**src/rtl/dual_mac_sched_if.sv**
```systemverilog
// Bundle of buffer-read, dual-multiplier and result-handshake signals around dual_mac_sched.
// The master view belongs to the scheduler; the slave view belongs to buffers, multiplier and sink.
interface dual_mac_sched_if #(
    parameter int ADDR_W = 4,
    parameter int ACC_W  = 24
);
    logic              start;
    logic              busy;
    logic              buf_rd_en;
    logic [ADDR_W-1:0] buf_addr;
    logic [7:0]        act_a;
    logic [7:0]        act_b;
    logic [7:0]        wgt;
    logic [7:0]        mul_a;
    logic [7:0]        mul_b;
    logic [7:0]        mul_c;
    logic              mul_valid;
    logic [16:0]       mul_prod_ac;
    logic [16:0]       mul_prod_bc;
    logic              mul_o_valid;
    logic              o_valid;
    logic              o_ready;
    logic [ACC_W-1:0]  o_acc_a;
    logic [ACC_W-1:0]  o_acc_b;

    modport master (
        input  start, act_a, act_b, wgt, mul_prod_ac, mul_prod_bc, mul_o_valid, o_ready,
        output busy, buf_rd_en, buf_addr, mul_a, mul_b, mul_c, mul_valid, o_valid, o_acc_a, o_acc_b
    );

    modport slave (
        output start, act_a, act_b, wgt, mul_prod_ac, mul_prod_bc, mul_o_valid, o_ready,
        input  busy, buf_rd_en, buf_addr, mul_a, mul_b, mul_c, mul_valid, o_valid, o_acc_a, o_acc_b
    );
endinterface

```
**src/rtl/dual_mac_sched.sv**
```systemverilog
// Sequences one shared-weight dot product of KLEN terms for two adjacent pixels through
// a packed dual 8x8 multiplier and holds both sums until the downstream stage accepts them.
module dual_mac_sched #(
    parameter int KLEN     = 9,
    parameter int ADDR_W   = 4,
    parameter int ACC_W    = 24,
    parameter int MULT_LAT = 3
) (
    input  logic              clk,
    input  logic              rst,
    dual_mac_sched_if.master  bus
);

    // One extra count bit so the value KLEN is representable when 2**ADDR_W == KLEN.
    localparam int CNT_W = ADDR_W + 1;
    localparam logic [CNT_W-1:0] LAST_IDX = CNT_W'(KLEN - 1);

    if (KLEN < 1 || (2 ** ADDR_W) < KLEN || ACC_W < 17 || MULT_LAT < 1) begin : g_param_err
        $error("dual_mac_sched: illegal parameter combination");
    end

    typedef enum logic [1:0] {
        ST_IDLE  = 2'd0,
        ST_ISSUE = 2'd1,
        ST_DRAIN = 2'd2,
        ST_HOLD  = 2'd3
    } state_t;

    state_t            state_r;
    state_t            state_nxt_s;
    logic [CNT_W-1:0]  issue_cnt_r;
    logic [CNT_W-1:0]  ret_cnt_r;
    logic [ACC_W-1:0]  acc_a_r;
    logic [ACC_W-1:0]  acc_b_r;
    logic              busy_r;
    logic              rd_en_r;
    logic              o_valid_r;
    logic              mul_valid_r;
    logic [7:0]        mul_a_r;
    logic [7:0]        mul_b_r;
    logic [7:0]        mul_c_r;
    logic              busy_nxt_s;
    logic              rd_en_nxt_s;
    logic              o_valid_nxt_s;
    logic              ret_fire_s;
    logic              start_fire_s;

    function automatic logic [ACC_W-1:0] sext17(input logic [16:0] p);
        sext17 = ACC_W'($signed(p));
    endfunction

    // Products only count while a dot product is in flight; strays in IDLE/HOLD are dropped.
    assign ret_fire_s   = bus.mul_o_valid && ((state_r == ST_ISSUE) || (state_r == ST_DRAIN));
    assign start_fire_s = (state_r == ST_IDLE) && bus.start;

    // State register.
    always_ff @(posedge clk or posedge rst) begin
        if (rst) begin
            state_r <= ST_IDLE;
        end else begin
            state_r <= state_nxt_s;
        end
    end

    // Next-state decode.
    always_comb begin
        state_nxt_s = state_r;
        case (state_r)
            ST_IDLE:  if (bus.start) state_nxt_s = ST_ISSUE; else state_nxt_s = ST_IDLE;
            ST_ISSUE: if (issue_cnt_r == LAST_IDX) state_nxt_s = ST_DRAIN; else state_nxt_s = ST_ISSUE;
            ST_DRAIN: if (ret_fire_s && (ret_cnt_r == LAST_IDX)) state_nxt_s = ST_HOLD;
                      else state_nxt_s = ST_DRAIN;
            ST_HOLD:  if (bus.o_ready) state_nxt_s = ST_IDLE; else state_nxt_s = ST_HOLD;
            default:  state_nxt_s = ST_IDLE;
        endcase
    end

    // Output decode from the next state so the status flags register in step with the state.
    always_comb begin
        busy_nxt_s    = (state_nxt_s != ST_IDLE);
        rd_en_nxt_s   = (state_nxt_s == ST_ISSUE);
        o_valid_nxt_s = (state_nxt_s == ST_HOLD);
    end

    // Registered status outputs.
    always_ff @(posedge clk or posedge rst) begin
        if (rst) begin
            busy_r    <= 1'b0;
            rd_en_r   <= 1'b0;
            o_valid_r <= 1'b0;
        end else begin
            busy_r    <= busy_nxt_s;
            rd_en_r   <= rd_en_nxt_s;
            o_valid_r <= o_valid_nxt_s;
        end
    end

    // Issue/return counters and the two accumulators.
    always_ff @(posedge clk or posedge rst) begin
        if (rst) begin
            issue_cnt_r <= {CNT_W{1'b0}};
            ret_cnt_r   <= {CNT_W{1'b0}};
            acc_a_r     <= {ACC_W{1'b0}};
            acc_b_r     <= {ACC_W{1'b0}};
        end else if (start_fire_s) begin
            issue_cnt_r <= {CNT_W{1'b0}};
            ret_cnt_r   <= {CNT_W{1'b0}};
            acc_a_r     <= {ACC_W{1'b0}};
            acc_b_r     <= {ACC_W{1'b0}};
        end else begin
            if (state_r == ST_ISSUE) begin
                issue_cnt_r <= issue_cnt_r + {{(CNT_W-1){1'b0}}, 1'b1};
            end
            if (ret_fire_s) begin
                ret_cnt_r <= ret_cnt_r + {{(CNT_W-1){1'b0}}, 1'b1};
                acc_a_r   <= acc_a_r + sext17(bus.mul_prod_ac);
                acc_b_r   <= acc_b_r + sext17(bus.mul_prod_bc);
            end
        end
    end

    // Read-data capture: operands latched on the read cycle and held between issues.
    always_ff @(posedge clk or posedge rst) begin
        if (rst) begin
            mul_valid_r <= 1'b0;
            mul_a_r     <= 8'd0;
            mul_b_r     <= 8'd0;
            mul_c_r     <= 8'd0;
        end else begin
            mul_valid_r <= rd_en_r;
            if (rd_en_r) begin
                mul_a_r <= bus.act_a;
                mul_b_r <= bus.act_b;
                mul_c_r <= bus.wgt;
            end
        end
    end

    assign bus.busy      = busy_r;
    assign bus.buf_rd_en = rd_en_r;
    assign bus.buf_addr  = issue_cnt_r[ADDR_W-1:0];
    assign bus.mul_valid = mul_valid_r;
    assign bus.mul_a     = mul_a_r;
    assign bus.mul_b     = mul_b_r;
    assign bus.mul_c     = mul_c_r;
    assign bus.o_valid   = o_valid_r;
    assign bus.o_acc_a   = acc_a_r;
    assign bus.o_acc_b   = acc_b_r;

endmodule

```
**src/flat_wrapper.sv**
```systemverilog
// flat-port wrapper written by rule: the top's interface ports become plain ports
module dual_mac_sched_flat 
#(
    parameter int KLEN     = 9,
    parameter int ADDR_W   = 4,
    parameter int ACC_W    = 24,
    parameter int MULT_LAT = 3
)
  (clk, rst, bus_start, bus_act_a, bus_act_b, bus_wgt, bus_mul_prod_ac, bus_mul_prod_bc, bus_mul_o_valid, bus_o_ready, bus_busy, bus_buf_rd_en, bus_buf_addr, bus_mul_a, bus_mul_b, bus_mul_c, bus_mul_valid, bus_o_valid, bus_o_acc_a, bus_o_acc_b);
  dual_mac_sched_if #(.ADDR_W(ADDR_W), .ACC_W(ACC_W)) bus_i ();
  input  logic clk;
  input  logic rst;
  input wire logic [$bits(bus_i.start)-1:0] bus_start;
  input wire logic [$bits(bus_i.act_a)-1:0] bus_act_a;
  input wire logic [$bits(bus_i.act_b)-1:0] bus_act_b;
  input wire logic [$bits(bus_i.wgt)-1:0] bus_wgt;
  input wire logic [$bits(bus_i.mul_prod_ac)-1:0] bus_mul_prod_ac;
  input wire logic [$bits(bus_i.mul_prod_bc)-1:0] bus_mul_prod_bc;
  input wire logic [$bits(bus_i.mul_o_valid)-1:0] bus_mul_o_valid;
  input wire logic [$bits(bus_i.o_ready)-1:0] bus_o_ready;
  output wire logic [$bits(bus_i.busy)-1:0] bus_busy;
  output wire logic [$bits(bus_i.buf_rd_en)-1:0] bus_buf_rd_en;
  output wire logic [$bits(bus_i.buf_addr)-1:0] bus_buf_addr;
  output wire logic [$bits(bus_i.mul_a)-1:0] bus_mul_a;
  output wire logic [$bits(bus_i.mul_b)-1:0] bus_mul_b;
  output wire logic [$bits(bus_i.mul_c)-1:0] bus_mul_c;
  output wire logic [$bits(bus_i.mul_valid)-1:0] bus_mul_valid;
  output wire logic [$bits(bus_i.o_valid)-1:0] bus_o_valid;
  output wire logic [$bits(bus_i.o_acc_a)-1:0] bus_o_acc_a;
  output wire logic [$bits(bus_i.o_acc_b)-1:0] bus_o_acc_b;
  assign bus_i.start = bus_start;
  assign bus_i.act_a = bus_act_a;
  assign bus_i.act_b = bus_act_b;
  assign bus_i.wgt = bus_wgt;
  assign bus_i.mul_prod_ac = bus_mul_prod_ac;
  assign bus_i.mul_prod_bc = bus_mul_prod_bc;
  assign bus_i.mul_o_valid = bus_mul_o_valid;
  assign bus_i.o_ready = bus_o_ready;
  assign bus_busy = bus_i.busy;
  assign bus_buf_rd_en = bus_i.buf_rd_en;
  assign bus_buf_addr = bus_i.buf_addr;
  assign bus_mul_a = bus_i.mul_a;
  assign bus_mul_b = bus_i.mul_b;
  assign bus_mul_c = bus_i.mul_c;
  assign bus_mul_valid = bus_i.mul_valid;
  assign bus_o_valid = bus_i.o_valid;
  assign bus_o_acc_a = bus_i.o_acc_a;
  assign bus_o_acc_b = bus_i.o_acc_b;
  dual_mac_sched #(.KLEN(KLEN), .ADDR_W(ADDR_W), .ACC_W(ACC_W), .MULT_LAT(MULT_LAT)) u_core (.clk(clk), .rst(rst), .bus(bus_i));
endmodule
```
**config.mk**
```make
export PLATFORM = sky130hd
export DESIGN_NAME = dual_mac_sched_flat
export DESIGN_NICKNAME = d
export VERILOG_FILES = /design/src/rtl/dual_mac_sched_if.sv /design/src/rtl/dual_mac_sched.sv /design/src/flat_wrapper.sv
export SDC_FILE = /design/constraint.sdc
export NUM_CORES = 1
export LEC_CHECK = 0
export CAP_MARGIN = 15
export CORE_MARGIN = 2
export CORE_UTILIZATION = 45
export DETAILED_ROUTE_END_ITERATION = 12
export PLACE_DENSITY = 0.73
export SYNTH_ARGS = -nofsm -noshare
export SYNTH_HDL_FRONTEND = slang
export SYNTH_SLANG_ARGS = --single-unit
```
**constraint.sdc**
```tcl
create_clock -name clk -period 3.6 [get_ports clk]
set_clock_uncertainty 0.05 [all_clocks]
set_input_delay 0.72 -clock clk [delete_from_list [all_inputs] [get_ports clk]]
set_output_delay 0.72 -clock clk [all_outputs]
set_load 0.01 [all_outputs]
```
==> flow_summary.toml <==
[pwr]
p_seq_share_pct = 26.6
internal_power_mw = 3.83
p_per_area_nw_per_um2 = 829
combPwrFrac_pct = 60.2
peakVddDrop_mv = 0.385
p_sw_mw = 2.75
p_clk_share_pct = 13.2
switching_share_pct = 41.8
leakage_nw = 3.44

[worst_setup_path]
crit_type = "input pin to flip-flop"
critPathLaunch = "bus_mul_prod_bc[0]"
cp.required_ps = 3740
endpoint_kind = "flip-flop"
crit_fanout = 3
worstPathArrival_ps = 3360
critPathLaunchType = "input pin"
r2r-start = "u_core.bus.o_acc_b[0]"

[floorplanning]
die_area_um2 = 14300
row_count = 42
die_x_um = 120
initial_core_util_pct = 45.9
die_h_um = 120
coreArea_um2 = 13100
ios = 143

[flow_run]
cap_violations = 0

[placement]
portBuffers = 142
place_ws_ps = 65.0
place_congestion = 0.874
dpl.hpwl_mm = 12.2

[sta]
drv_slew = 0
setup_slack_ps = 378
final.setup.tns_ps = 0
maxSlewHeadroom_pct = 55.4
rsz0062_at_grt = "false"
fin_crit_sh_pct = 89.5
tightest_slew_ps = 666
max_freq_mhz = 310
finalHoldViolations = 0
setup_viol = 0
min_period_ps = 3220

[clock_network]
insertion_delay_ps = 340
cts.sinks = 88
ctsHtreeMaxLevel = 3
post_cts_buffers = 0
cts-root-buf = "clkbuf_16"
clk_path_buf_depth = 2
cts_buffers = 9
cts_hold_buf = 0
path_clk_slew_ps = 60
post_cts_resized = 0
cts_tree = "yes"

[drt]
num_vias = 5546
drcViolationCount = 0
drtPass1Iterations = 5
initialDrtViolationCount = 251
wire_per_inst_um = 16.3
antenna_left = 0
viasPerCell = 5.59
drt-total-wl_mm = 16.2

[yosys]
syn_area_per_cell_um2 = 8.97
synth.yosys.warnings = 0
ys_seq_elements = 88
synthFlopType = "dfrtp_1"
async_flop_share_pct = 100
ys_seq_area_share_pct = 36.6
syn-num-nets = 792
synth.distinct_cells = 58
synth_edf_count = 0
syn_area_um2 = 6020
syn-instance-count = 672

[cells_and_area]
final_nets = 931
syn_to_final_growth_pct = 31.7
layout-drive-gt1-share_pct = 8.09
antennaDiodeCount = 0
multiInputGateArea_um2 = 3620
nFillCells = 1142
regArea_um2 = 2200

[grt]
antenna_found_initial = 0
grt_pass1_wl_mm = 26.8
grt_pass1_vias = 5568
grtUsageTotal_pct = 23.1
overflow = 0
grt_max_degree = 60

[min_path]
hold_class = "flip-flop to flip-flop"
hp-start = "u_core.bus.mul_b[7]"

[status]
status = "completed"
state kept, by name, indices dropped and copies added (netlist names):
name / count
u_core.bus.o_acc_a: 24
u_core.ret_cnt_r: 5
u_core.bus.buf_rd_en: 1
u_core.bus.busy: 1
u_core.bus.mul_c: 8
u_core.bus.o_acc_b: 24
u_core.state_r: 2
u_core.bus.mul_b: 8
u_core.bus.mul_valid: 1
u_core.issue_cnt_r: 5
u_core.bus.mul_a: 8
u_core.bus.o_valid: 1
routing by layer:
metal	share of wire (%)	wire length (um)	global-route usage [%]
met5	0	0	0
met4	2.1	341	8.09
met3	5.9	954	3.33
met2	47	7550	39.3
met1	45	7370	30.1
worst paths after layout:
check,cells after the start,end,slack (ps)
worst min-delay path,1,u_core.bus.mul_b[7],460
worst max register to register,11,u_core.bus.o_acc_b[20],750
max in group asynchronous,3,u_core.bus.mul_c[0],2100
worst min register to register,1,u_core.bus.mul_b[7],460
worst max-delay path,12,u_core.bus.o_acc_b[20],380
min in group asynchronous,2,u_core.bus.mul_b[6],700
power groups by stage:
stage	Combinational [mW]	Sequential [mW]	Clock (mW)
6_report	3.96	1.75	0.869
3_5_place_dp	3.94	1.77	0
5_1_grt	4.36	1.81	0.937
3_3_place_gp	3.85	1.74	0
4_1_cts	3.96	1.75	0.898
2_1_floorplan	2.35	1.87	0
final cells by class:
type,count,share of cell area (%)
tap,176,2.78
timing repair buffer,155,19.3
clock buffer,11,3.06
clock inverter,5,0.410
multi-input combinational,534,45.6
inverter,23,1.10
sequential,88,27.8
cell usage in the layout (no fill, tap or decap), drive strengths merged, types with 6 or more instances in the layout:
cell,instances
a21oi,66
xnor2,15
nor2b,6
o211ai,9
clkdlybuf4s50,142
nor3,16
nand3,16
a21o,13
dfrtp,88
a211oi,10
xor2,14
and2,9
o21a,12
o21ai,45
nand4,13
nor2,60
inv,22
and3,7
clkbuf,11
ha,55
nand2,76
a31oi,6
buf,13
mux2,24
clkinv,6
kinds of logic after synthesis:
group                    share of synthesized area, %
AO/OA/AOI/OAI                                    20.5
XOR/XNOR                                         4.22
adder cells (fa/ha/maj)                          12.1
buffers and inverters                            3.41
flip-flops                                       36.6
multiplexers                                     4.98
AND/OR/NAND/NOR                                  18.2
worst max-delay path: stages:
cell	delay (ps)
clkdlybuf4s50_1	410
ha_1	220
inv_1	90
fa_1	190
nor2b_1	70
o31a_1	300
a2111oi_4	500
o41ai_4	140
buf_4	160
o31ai_1	280
xor2_1	190
a21oi_1	90
Yosys cell counts (3+ instances only):
cell	count	area (um^2)
dfrtp_1	88	2200
nand2_1	76	285
a21oi_1	66	330
nor2_1	60	225
ha_1	55	688
o21ai_0	44	220
mux2_2	24	270
inv_1	23	86.3
clkbuf_1	17	63.8
nand3_1	16	80.1
nor3_1	16	80.1
xnor2_1	15	131
xor2_1	14	123
a21o_1	13	97.6
nand4_1	13	81.3
o21a_1	12	90.1
a211oi_1	10	75.1
and2_1	9	56.3
o211ai_1	9	67.6
a31oi_1	6	37.5
nor2b_1	6	37.5
and3_1	5	31.3
nand2b_1	5	31.3
buf_1	4	15.0
buf_4	4	30.0
nor4_1	4	25.0
o21bai_1	4	30.0
a211o_1	3	26.3
and4_1	3	26.3
mux2i_1	3	30.0
nand3b_1	3	22.5
o31a_1	3	26.3
o31ai_1	3	22.5
or2_2	3	18.8
metrics by stage:
stage | power (mW) | cell area [um^2] | std cells | hold WS (ps) | utilization [%]
after floorplan | 4.22 | 6020 | 672 | 383 | -
after global placement | 5.60 | 7660 | 976 | 438 | 58.3
after detailed placement | 5.71 | 7660 | 976 | 445 | 58.3
after CTS | 6.61 | 7940 | 992 | 459 | 60.4
after global routing | 7.11 | 7940 | 992 | 475 | 60.4
final | 6.58 | 7940 | 992 | 455 | 60.4
No activity file was read; power rests on OpenSTA's default activity.
